### src/rtl/bsg_dff_chain_credit_sink_if.sv
// Link between a bsg_dff_chain output, its credit sink buffer and the consumer.
// The slave modport is the sink; the master modport is the sender/consumer side.
interface bsg_dff_chain_credit_sink_if #(
    parameter int width_p = 27,
    parameter int els_p   = 4
);
    localparam int cnt_w = $clog2(els_p + 1);

    logic               v_i;
    logic [width_p-1:0] data_i;
    logic               v_o;
    logic [width_p-1:0] data_o;
    logic               yumi_i;
    logic               credit_o;
    logic [cnt_w-1:0]   count_o;
    logic               overflow_o;

    modport slave (
        input  v_i,
        input  data_i,
        input  yumi_i,
        output v_o,
        output data_o,
        output credit_o,
        output count_o,
        output overflow_o
    );

    modport master (
        output v_i,
        output data_i,
        output yumi_i,
        input  v_o,
        input  data_o,
        input  credit_o,
        input  count_o,
        input  overflow_o
    );
endinterface

### src/rtl/bsg_dff_chain_credit_sink.sv
// Receive end of a credit-managed bsg_dff_chain: circular buffer plus credit return.
// Optional zero-latency empty bypass is enabled by defining BSG_DFF_CHAIN_SINK_BYPASS_EN.
module bsg_dff_chain_credit_sink #(
    parameter int width_p = 27,
    parameter int els_p   = 4
) (
    input  logic clk_i,
    input  logic reset_i,
    bsg_dff_chain_credit_sink_if.slave link
);
    localparam int ptr_w = $clog2(els_p);
    localparam int cnt_w = $clog2(els_p + 1);

    logic [width_p-1:0] mem [els_p];
    logic [ptr_w-1:0]   rd_ptr;
    logic [ptr_w-1:0]   wr_ptr;
    logic [cnt_w-1:0]   count;
    logic               credit_r;
    logic               overflow_r;

    logic empty;
    logic full;
    logic deq;
    logic buf_deq;
    logic enq;
    logic drop;
    logic bypass_take;

    assign empty = (count == '0);
    assign full  = (count == cnt_w'(els_p));

`ifdef BSG_DFF_CHAIN_SINK_BYPASS_EN
    // An arriving word is visible immediately when nothing older is waiting.
    assign link.v_o    = !empty || link.v_i;
    assign link.data_o = empty ? link.data_i : mem[rd_ptr];
    assign bypass_take = empty && link.v_i && link.yumi_i;
`else
    assign link.v_o    = !empty;
    assign link.data_o = mem[rd_ptr];
    assign bypass_take = 1'b0;
`endif

    assign deq     = link.v_o && link.yumi_i;
    assign buf_deq = deq && !empty;
    // A full buffer still accepts a word when a slot frees in the same cycle.
    assign enq     = link.v_i && !bypass_take && (!full || deq);
    assign drop    = link.v_i && full && !deq;

    always_ff @(posedge clk_i) begin
        if (enq) begin
            mem[wr_ptr] <= link.data_i;
        end
    end

    always_ff @(posedge clk_i) begin
        if (reset_i) begin
            rd_ptr     <= '0;
            wr_ptr     <= '0;
            count      <= '0;
            credit_r   <= 1'b0;
            overflow_r <= 1'b0;
        end else begin
            if (enq) begin
                wr_ptr <= (wr_ptr == ptr_w'(els_p - 1)) ? '0 : wr_ptr + 1'b1;
            end
            if (buf_deq) begin
                rd_ptr <= (rd_ptr == ptr_w'(els_p - 1)) ? '0 : rd_ptr + 1'b1;
            end
            count    <= count + cnt_w'(enq) - cnt_w'(buf_deq);
            credit_r <= deq;
            if (drop) begin
                overflow_r <= 1'b1;
            end
        end
    end

    assign link.credit_o   = credit_r;
    assign link.count_o    = count;
    assign link.overflow_o = overflow_r;
endmodule
### src/flat_wrapper.sv
// flat-port wrapper written by rule: the top's interface ports become plain ports
module bsg_dff_chain_credit_sink_flat 
#(
    parameter int width_p = 27,
    parameter int els_p   = 4
)
  (clk_i, reset_i, link_v_i, link_data_i, link_yumi_i, link_v_o, link_data_o, link_credit_o, link_count_o, link_overflow_o);
  bsg_dff_chain_credit_sink_if #(.width_p(width_p), .els_p(els_p)) link_i ();
  input  logic clk_i;
  input  logic reset_i;
  input wire logic [$bits(link_i.v_i)-1:0] link_v_i;
  input wire logic [$bits(link_i.data_i)-1:0] link_data_i;
  input wire logic [$bits(link_i.yumi_i)-1:0] link_yumi_i;
  output wire logic [$bits(link_i.v_o)-1:0] link_v_o;
  output wire logic [$bits(link_i.data_o)-1:0] link_data_o;
  output wire logic [$bits(link_i.credit_o)-1:0] link_credit_o;
  output wire logic [$bits(link_i.count_o)-1:0] link_count_o;
  output wire logic [$bits(link_i.overflow_o)-1:0] link_overflow_o;
  assign link_i.v_i = link_v_i;
  assign link_i.data_i = link_data_i;
  assign link_i.yumi_i = link_yumi_i;
  assign link_v_o = link_i.v_o;
  assign link_data_o = link_i.data_o;
  assign link_credit_o = link_i.credit_o;
  assign link_count_o = link_i.count_o;
  assign link_overflow_o = link_i.overflow_o;
  bsg_dff_chain_credit_sink #(.width_p(width_p), .els_p(els_p)) u_core (.clk_i(clk_i), .reset_i(reset_i), .link(link_i));
endmodule
### config.mk
export PLATFORM = sky130hd
export DESIGN_NAME = bsg_dff_chain_credit_sink_flat
export DESIGN_NICKNAME = d
export VERILOG_FILES = /design/src/rtl/bsg_dff_chain_credit_sink_if.sv /design/src/rtl/bsg_dff_chain_credit_sink.sv /design/src/flat_wrapper.sv
export SDC_FILE = /design/constraint.sdc
export NUM_CORES = 1
export LEC_CHECK = 0
export BUFFER_PORTS_ARGS = -buffer_cell sky130_fd_sc_hd__buf_4
export CAP_MARGIN = 20
export CORE_AREA = 2 2 115 94
export CTS_CLUSTER_SIZE = 30
export DETAILED_ROUTE_END_ITERATION = 12
export DIE_AREA = 0 0 117 96
export PLACE_DENSITY_LB_ADDON = 0.08
export SLEW_MARGIN = 20
export SYNTH_ARGS = -nofsm -noshare
export SYNTH_HDL_FRONTEND = slang
export SYNTH_SLANG_ARGS = --single-unit
### constraint.sdc
create_clock -name clk_i -period 2.9 [get_ports clk_i]
set_input_delay 0.29 -clock clk_i [delete_from_list [all_inputs] [get_ports clk_i]]
set_output_delay 0.29 -clock clk_i [all_outputs]
set_load 0.01 [all_outputs]
==> results.json, run 1 <==
{
  "p_per_area_nw_per_um2": 898,
  "slew-limit-headroom_pct": 50.4,
  "antenna_left": 0,
  "cts_inserted_buffers": 17,
  "grt.busiest_layer": "met2",
  "yosysTopAreaCell": "edfxtp_1",
  "design_power_total_mw": 5.08,
  "io_buffers": 63,
  "die-area_um2": 11200,
  "final_common_cell": "edfxtp_1",
  "wl_um": 7360,
  "met3_usage_pct": 6.05,
  "mostFrequentLayoutCells": "edfxtp_1, buf_4, mux4_2",
  "first_iter_violations": 67,
  "cp_max_fo": 7,
  "placed_area_um2": 5070,
  "yosysWarningCount": 0,
  "worst-slew-pin-transition_ns": 0.743,
  "cpMostUsedCell": "inv_1",
  "p_leak_nw": 1.99,
  "grt_overflow": 0,
  "start_util_pct": 43.9,
  "arrival_ns": 2.61,
  "yosysTopAreaCellShare_pct": 73.0,
  "drc": 0,
  "synth_fp_nets": 236,
  "min_period_ns": 2.29,
  "cts_buffer_depth": 2,
  "status": "finished, final reports clean",
  "final_cell_area_um2": 5650,
  "path_cells": "o31ai_2, inv_1, ha_1, inv_1, ha_1, inv_1, fa_1, xor2_1, and2_1, nor3_1",
  "coreArea_um2": 10100,
  "vdd_drop_max_uv": 470,
  "fp-row-count": 33,
  "hold_path.class": "input port to register",
  "p_int_mw": 3.87,
  "hpwl_um": 4330,
  "die_y_um": 96,
  "h-tree-depth": 4,
  "io_pins": 64,
  "yosysSeqAreaShare_pct": 77.9,
  "crit_slowest_cell": "o31ai_2",
  "fillers": 789,
  "grt_usage_pct": 14.8,
  "vias": 2089,
  "hold_violations": 0,
  "end_kind": "register",
  "grt_use_met2_pct": 23.2,
  "final.setup_skew_ns": 0.0115,
  "antenna_found_initial": 0,
  "clk_pin_slew_worst_paths_ns": 0.06,
  "critical_path_class": "register to register",
  "clock_sinks": 119,
  "dp_cells": 396,
  "grt_pass1_wl_um": 11400,
  "period_share_pct": 78.8,
  "max_stage_delay_ns": 0.42,
  "post_cts_buffers": 0,
  "viasPerCell": 4.88,
  "num-nets-final": 314,
  "p_seq_share_pct": 41.7,
  "synthesis.area_um2": 4440,
  "die_w_um": 117,
  "critical_path_required_ns": 3.23,
  "area_delta_synth_final_pct": 27.3,
  "grt_pass1_vias": 2146,
  "syn_avg_cell_area_um2": 22.6,
  "cap_viol_max_count": 0,
  "wire_per_inst_um": 17.2,
  "grt_max_degree": 28,
  "finalNonFillerCells": 428,
  "crit_path_start_kind": "register",
  "cts_hold_buf": 0,
  "diodes": 0,
  "dp_slack_ns": 0.598,
  "synthDistinctLibCells": 27,
  "setup_ws_ns": 0.614,
  "cts_root_buf": "clkbuf_16",
  "drv_slew": 0,
  "setup_violations": 0,
  "switchingPower_mw": 1.20,
  "grt_setup_unrepaired": "false",
  "switching_share_pct": 23.7,
  "cts_tree": "done",
  "ys_ff_latch": 119,
  "gp_congestion": 0.706,
  "clkPwrFrac_pct": 39.9,
  "yosys-top-cells-area": "edfxtp_1, mux4_2, dfxtp_1, ha_1, buf_6",
  "combPwrFrac_pct": 18.4,
  "finalSetupTns_ns": 0,
  "critical_path_buf_inv_count": 3,
  "drive_gt1_share_pct": 45.1,
  "max_freq_ghz": 0.437,
  "synthCells": 197,
  "post_cts_resized": 0,
  "critPathTopFamily": "adder cells",
  "worst_skew_pair.late_latency_ns": 0.41,
  "dr.pass1.iters": 4,
  "met1_usage_pct": 18.1
}
[per-stage QoR]
| step | hold WS, ns | utilization [%] |
|---|---|---|
| 2_1_floorplan | 0.389 | - |
| 3_3_place_gp | 0.462 | 50.1 |
| 3_5_place_dp | 0.472 | 50.1 |
| 4_1_cts | 0.0695 | 55.9 |
| 5_1_grt | 0.0722 | 55.9 |
| 6_report | 0.0857 | 55.9 |
[state kept, by name (all words and copies together), names as in the netlist, named ones only]
register                cells
u_core.rd_ptr               2
u_core.wr_ptr               2
u_core.mem                108
u_core.link.credit_o        1
u_core.link.count_o         3
u_core.link.overflow_o      1
[final timing paths]
path                     startpoint                     end  slack, ns  cells past startpoint
max reg2reg  u_core.link.count_o[1]  u_core.link.count_o[2]       0.61                     10
min                  link_data_i[4]        u_core.mem[0][4]       0.09                      1
min reg2reg        u_core.rd_ptr[0]                register       0.49                      2
max          u_core.link.count_o[1]  u_core.link.count_o[2]       0.61                     10
[synth_stat cells]
library cell	instances
nor4b_2	1
xor2_1	1
mux2i_1	1
nor3_1	2
clkbuf_2	1
and2_1	1
a21oi_1	3
o31ai_1	1
nand2_1	1
nand3_1	2
edfxtp_1	108
nor2b_1	1
clkbuf_1	1
o31ai_2	1
and3_1	4
ha_1	7
or3_1	1
fa_1	1
o21ai_0	1
buf_6	3
dfxtp_1	11
buf_2	2
or4b_4	1
mux4_2	27
or3_2	1
nor2_1	6
inv_1	7
[power by group through the flow]
stage | Sequential [mW] | Clock [mW] | Combinational (mW)
finish | 2.12 | 2.03 | 0.933
global route | 2.14 | 2.15 | 1.03
CTS | 2.12 | 2.07 | 0.960
detailed placement | 2.15 | 0 | 0.955
global placement | 2.15 | 0 | 0.953
floorplan | 2.13 | 0 | 0.577
[area by class of cell]
| class | instances | area [um^2] | share of cell area, % |
|---|---|---|---|
| Sequential cell | 119 | 3460 | 61.3 |
| Inverter | 7 | 26.3 | 0.465 |
| Clock inverter | 15 | 161 | 2.85 |
| Multi-Input combinational cell | 64 | 906 | 16.0 |
| Clock buffer | 17 | 425 | 7.52 |
| Timing Repair Buffer | 66 | 495 | 8.76 |
| Tap cell | 140 | 175 | 3.10 |
[kinds of logic (layout without fill, tap and decap cells)]
logic type | count (synthesis) | after routing | share of synthesized area, %
compound gates | 6 | 6 | 0.901
xor+xnor | 1 | 1 | 0.197
fa+ha+maj | 8 | 8 | 2.42
buf+inv | 14 | 105 | 1.77
flops | 119 | 119 | 77.9
mux | 28 | 28 | 13.9
simple gates | 21 | 21 | 2.84
[per-layer routing]
metal  vias to the layer above  routed length, um
met5                         -                  0
met1                      1059               3240
met2                        55               3630
met4                         0                 88
met3                         8                389
li1                        967                  -
Power figures use the tool's default switching activity.
==> run 2: changes to the inputs <==
==> constraint.sdc (replaced) <==
create_clock -name clk_i -period 2.04 [get_ports clk_i]
set_input_delay 0.204 -clock clk_i [delete_from_list [all_inputs] [get_ports clk_i]]
set_output_delay 0.204 -clock clk_i [all_outputs]
set_load 0.01 [all_outputs]
==> run 2 against run 1 <==
  * The run now ends with setup timing left
  * Worst hold slack worse by 0.051 ns
  * Worst setup slack got worse by 0.63 ns
  * Non-clock buffer count increased by 31
  * Clock-buffer cell count increased by 4
  * Critical path depth stayed put
  * Design area increased by 4.0%
  * Fmax increased by 11%
  * Register-to-register slack worse by 0.63 ns
  * Total power is 35% higher
  * Clock skew hardly changed
  * Utilization up 2.2 points
  * Critical path type unchanged
  * Largest power group unchanged
==> results.json, run 2 (synthesis gave the netlist of run 1 again) <==
{
  "gp_congestion": 0.688,
  "mostFrequentLayoutCells": "edfxtp_1, buf_4, mux4_2, dlygate4sd3_1, clkbuf_16",
  "p_per_area_nw_per_um2": 1170,
  "grt_max_degree": 28,
  "grt_pass1_wl_um": 11800,
  "met3_usage_pct": 5.42,
  "wire_per_inst_um": 16.8,
  "io_pins": 64,
  "final.setup_skew_ns": 0.0116,
  "startpoint": "u_core.link.count_o[1]",
  "cap_viol_max_count": 0,
  "num-nets-final": 345,
  "dr.pass1.iters": 4,
  "grt_pass1_vias": 2279,
  "design_power_total_mw": 6.88,
  "grt_use_met2_pct": 25.0,
  "clock_sinks": 119,
  "first_iter_violations": 71,
  "vias": 2222,
  "final_common_cell": "edfxtp_1",
  "h-tree-depth": 4,
  "p_leak_nw": 2.09,
  "antenna_left": 0,
  "hold_path.class": "input port to register",
  "viasPerCell": 4.86,
  "area_delta_synth_final_pct": 32.3,
  "grt_setup_unrepaired": "true",
  "die_w_um": 117,
  "die-area_um2": 11200,
  "coreArea_um2": 10100,
  "largest_reg_flops": 108,
  "placed_area_um2": 5120,
  "worst-slew-pin-transition_ns": 0.742,
  "antenna_found_initial": 0,
  "critical_path_class": "register to register",
  "hold_violations": 0,
  "arrival_ns": 2.38,
  "drive_gt1_share_pct": 41.3,
  "grt_usage_pct": 15.1,
  "largest_register": "u_core.mem",
  "drv_slew": 0,
  "violations": "setup timing",
  "fp-row-count": 33,
  "cts_inserted_buffers": 17,
  "cts_root_buf": "clkbuf_16",
  "slew-limit-headroom_pct": 50.5,
  "min_from": "reset_i",
  "cp_max_fo": 2,
  "fillers": 756,
  "end_kind": "register",
  "cts_tree": "done",
  "cts_buffer_depth": 2,
  "drc": 0,
  "holdWs_ns": 0.0350,
  "grt_overflow": 0,
  "dp_slack_ns": -0.0362,
  "grt.busiest_layer": "met2",
  "setup_ws_ns": -0.0144,
  "max_freq_ghz": 0.487,
  "period_share_pct": 101,
  "finalSetupTns_ns": -0.0144,
  "wl_um": 7670,
  "vdd_drop_max_uv": 769,
  "final_cell_area_um2": 5880,
  "clk_pin_slew_worst_paths_ns": 0.05,
  "min_period_ns": 2.05,
  "status": "finished, violations left",
  "critical_path_required_ns": 2.37,
  "start_util_pct": 43.9,
  "hpwl_um": 4510,
  "worst_skew_pair.late_latency_ns": 0.41,
  "crit_path_start_kind": "register",
  "r2r_start": "u_core.link.count_o[1]",
  "setup_violations": 1,
  "diodes": 0,
  "met1_usage_pct": 17.7,
  "die_y_um": 96,
  "io_buffers": 63
}
## run 2: per-layer routing
layer / share of wire (%) / vias up
met1: 44 / 1124
li1: - / 1030
met4: 1.6 / 0
met3: 3.8 / 18
met5: 0 / -
met2: 51 / 50
## run 2: repair_timing
item,in CTS,in global routing
endpoints found under the setup margin,1,1
setup buffers,1,0
resized for setup,2,0
pin swaps,1,0
hold buffers,26,1
endpoints found under the hold margin,104,1
## run 2: power by group
part | internal (mW) | switching, mW | leakage [nW] | total, mW
sequential | 2.91 | 0.0973 | 1.08 | 3.01
clock | 1.49 | 0.906 | 0.235 | 2.40
combinational | 0.802 | 0.669 | 0.770 | 1.47
total | 5.21 | 1.67 | 2.09 | 6.88
## run 2: critical path: stages (launching register included)
cell,delay (ns)
dfxtp_4,0.35
o31ai_4,0.25
inv_1,0.07
ha_1,0.27
inv_1,0.06
ha_1,0.15
inv_2,0.04
fa_2,0.34
xor2_1,0.16
and2_1,0.17
nor3_1,0.11
## run 2: path summary, 6_finish.rpt
kind | to | slack [ns] | cells after the start
hold / removal | u_core.link.count_o[1] | 0.04 | 2
hold reg to reg | register | 0.49 | 2
setup / recovery | u_core.link.count_o[2] | -0.01 | 10
setup reg to reg | u_core.link.count_o[2] | -0.01 | 10
## run 2: area by class of cell
class / instances / area (um^2) / share of cell area [%]
Sequential cell: 119 / 3470 / 59.1
Multi-Input combinational cell: 64 / 917 / 15.6
Timing Repair Buffer: 97 / 808 / 13.8
Clock buffer: 21 / 440 / 7.49
Tap cell: 140 / 175 / 2.98
Clock inverter: 9 / 37.5 / 0.639
Inverter: 7 / 26.3 / 0.447
## run 2: stage by stage
step	utilization, %	std cells
3_3_place_gp	50.6	399
4_1_cts	58.0	456
5_1_grt	58.1	457
3_5_place_dp	50.6	399
2_1_floorplan	-	197
6_report	58.1	457
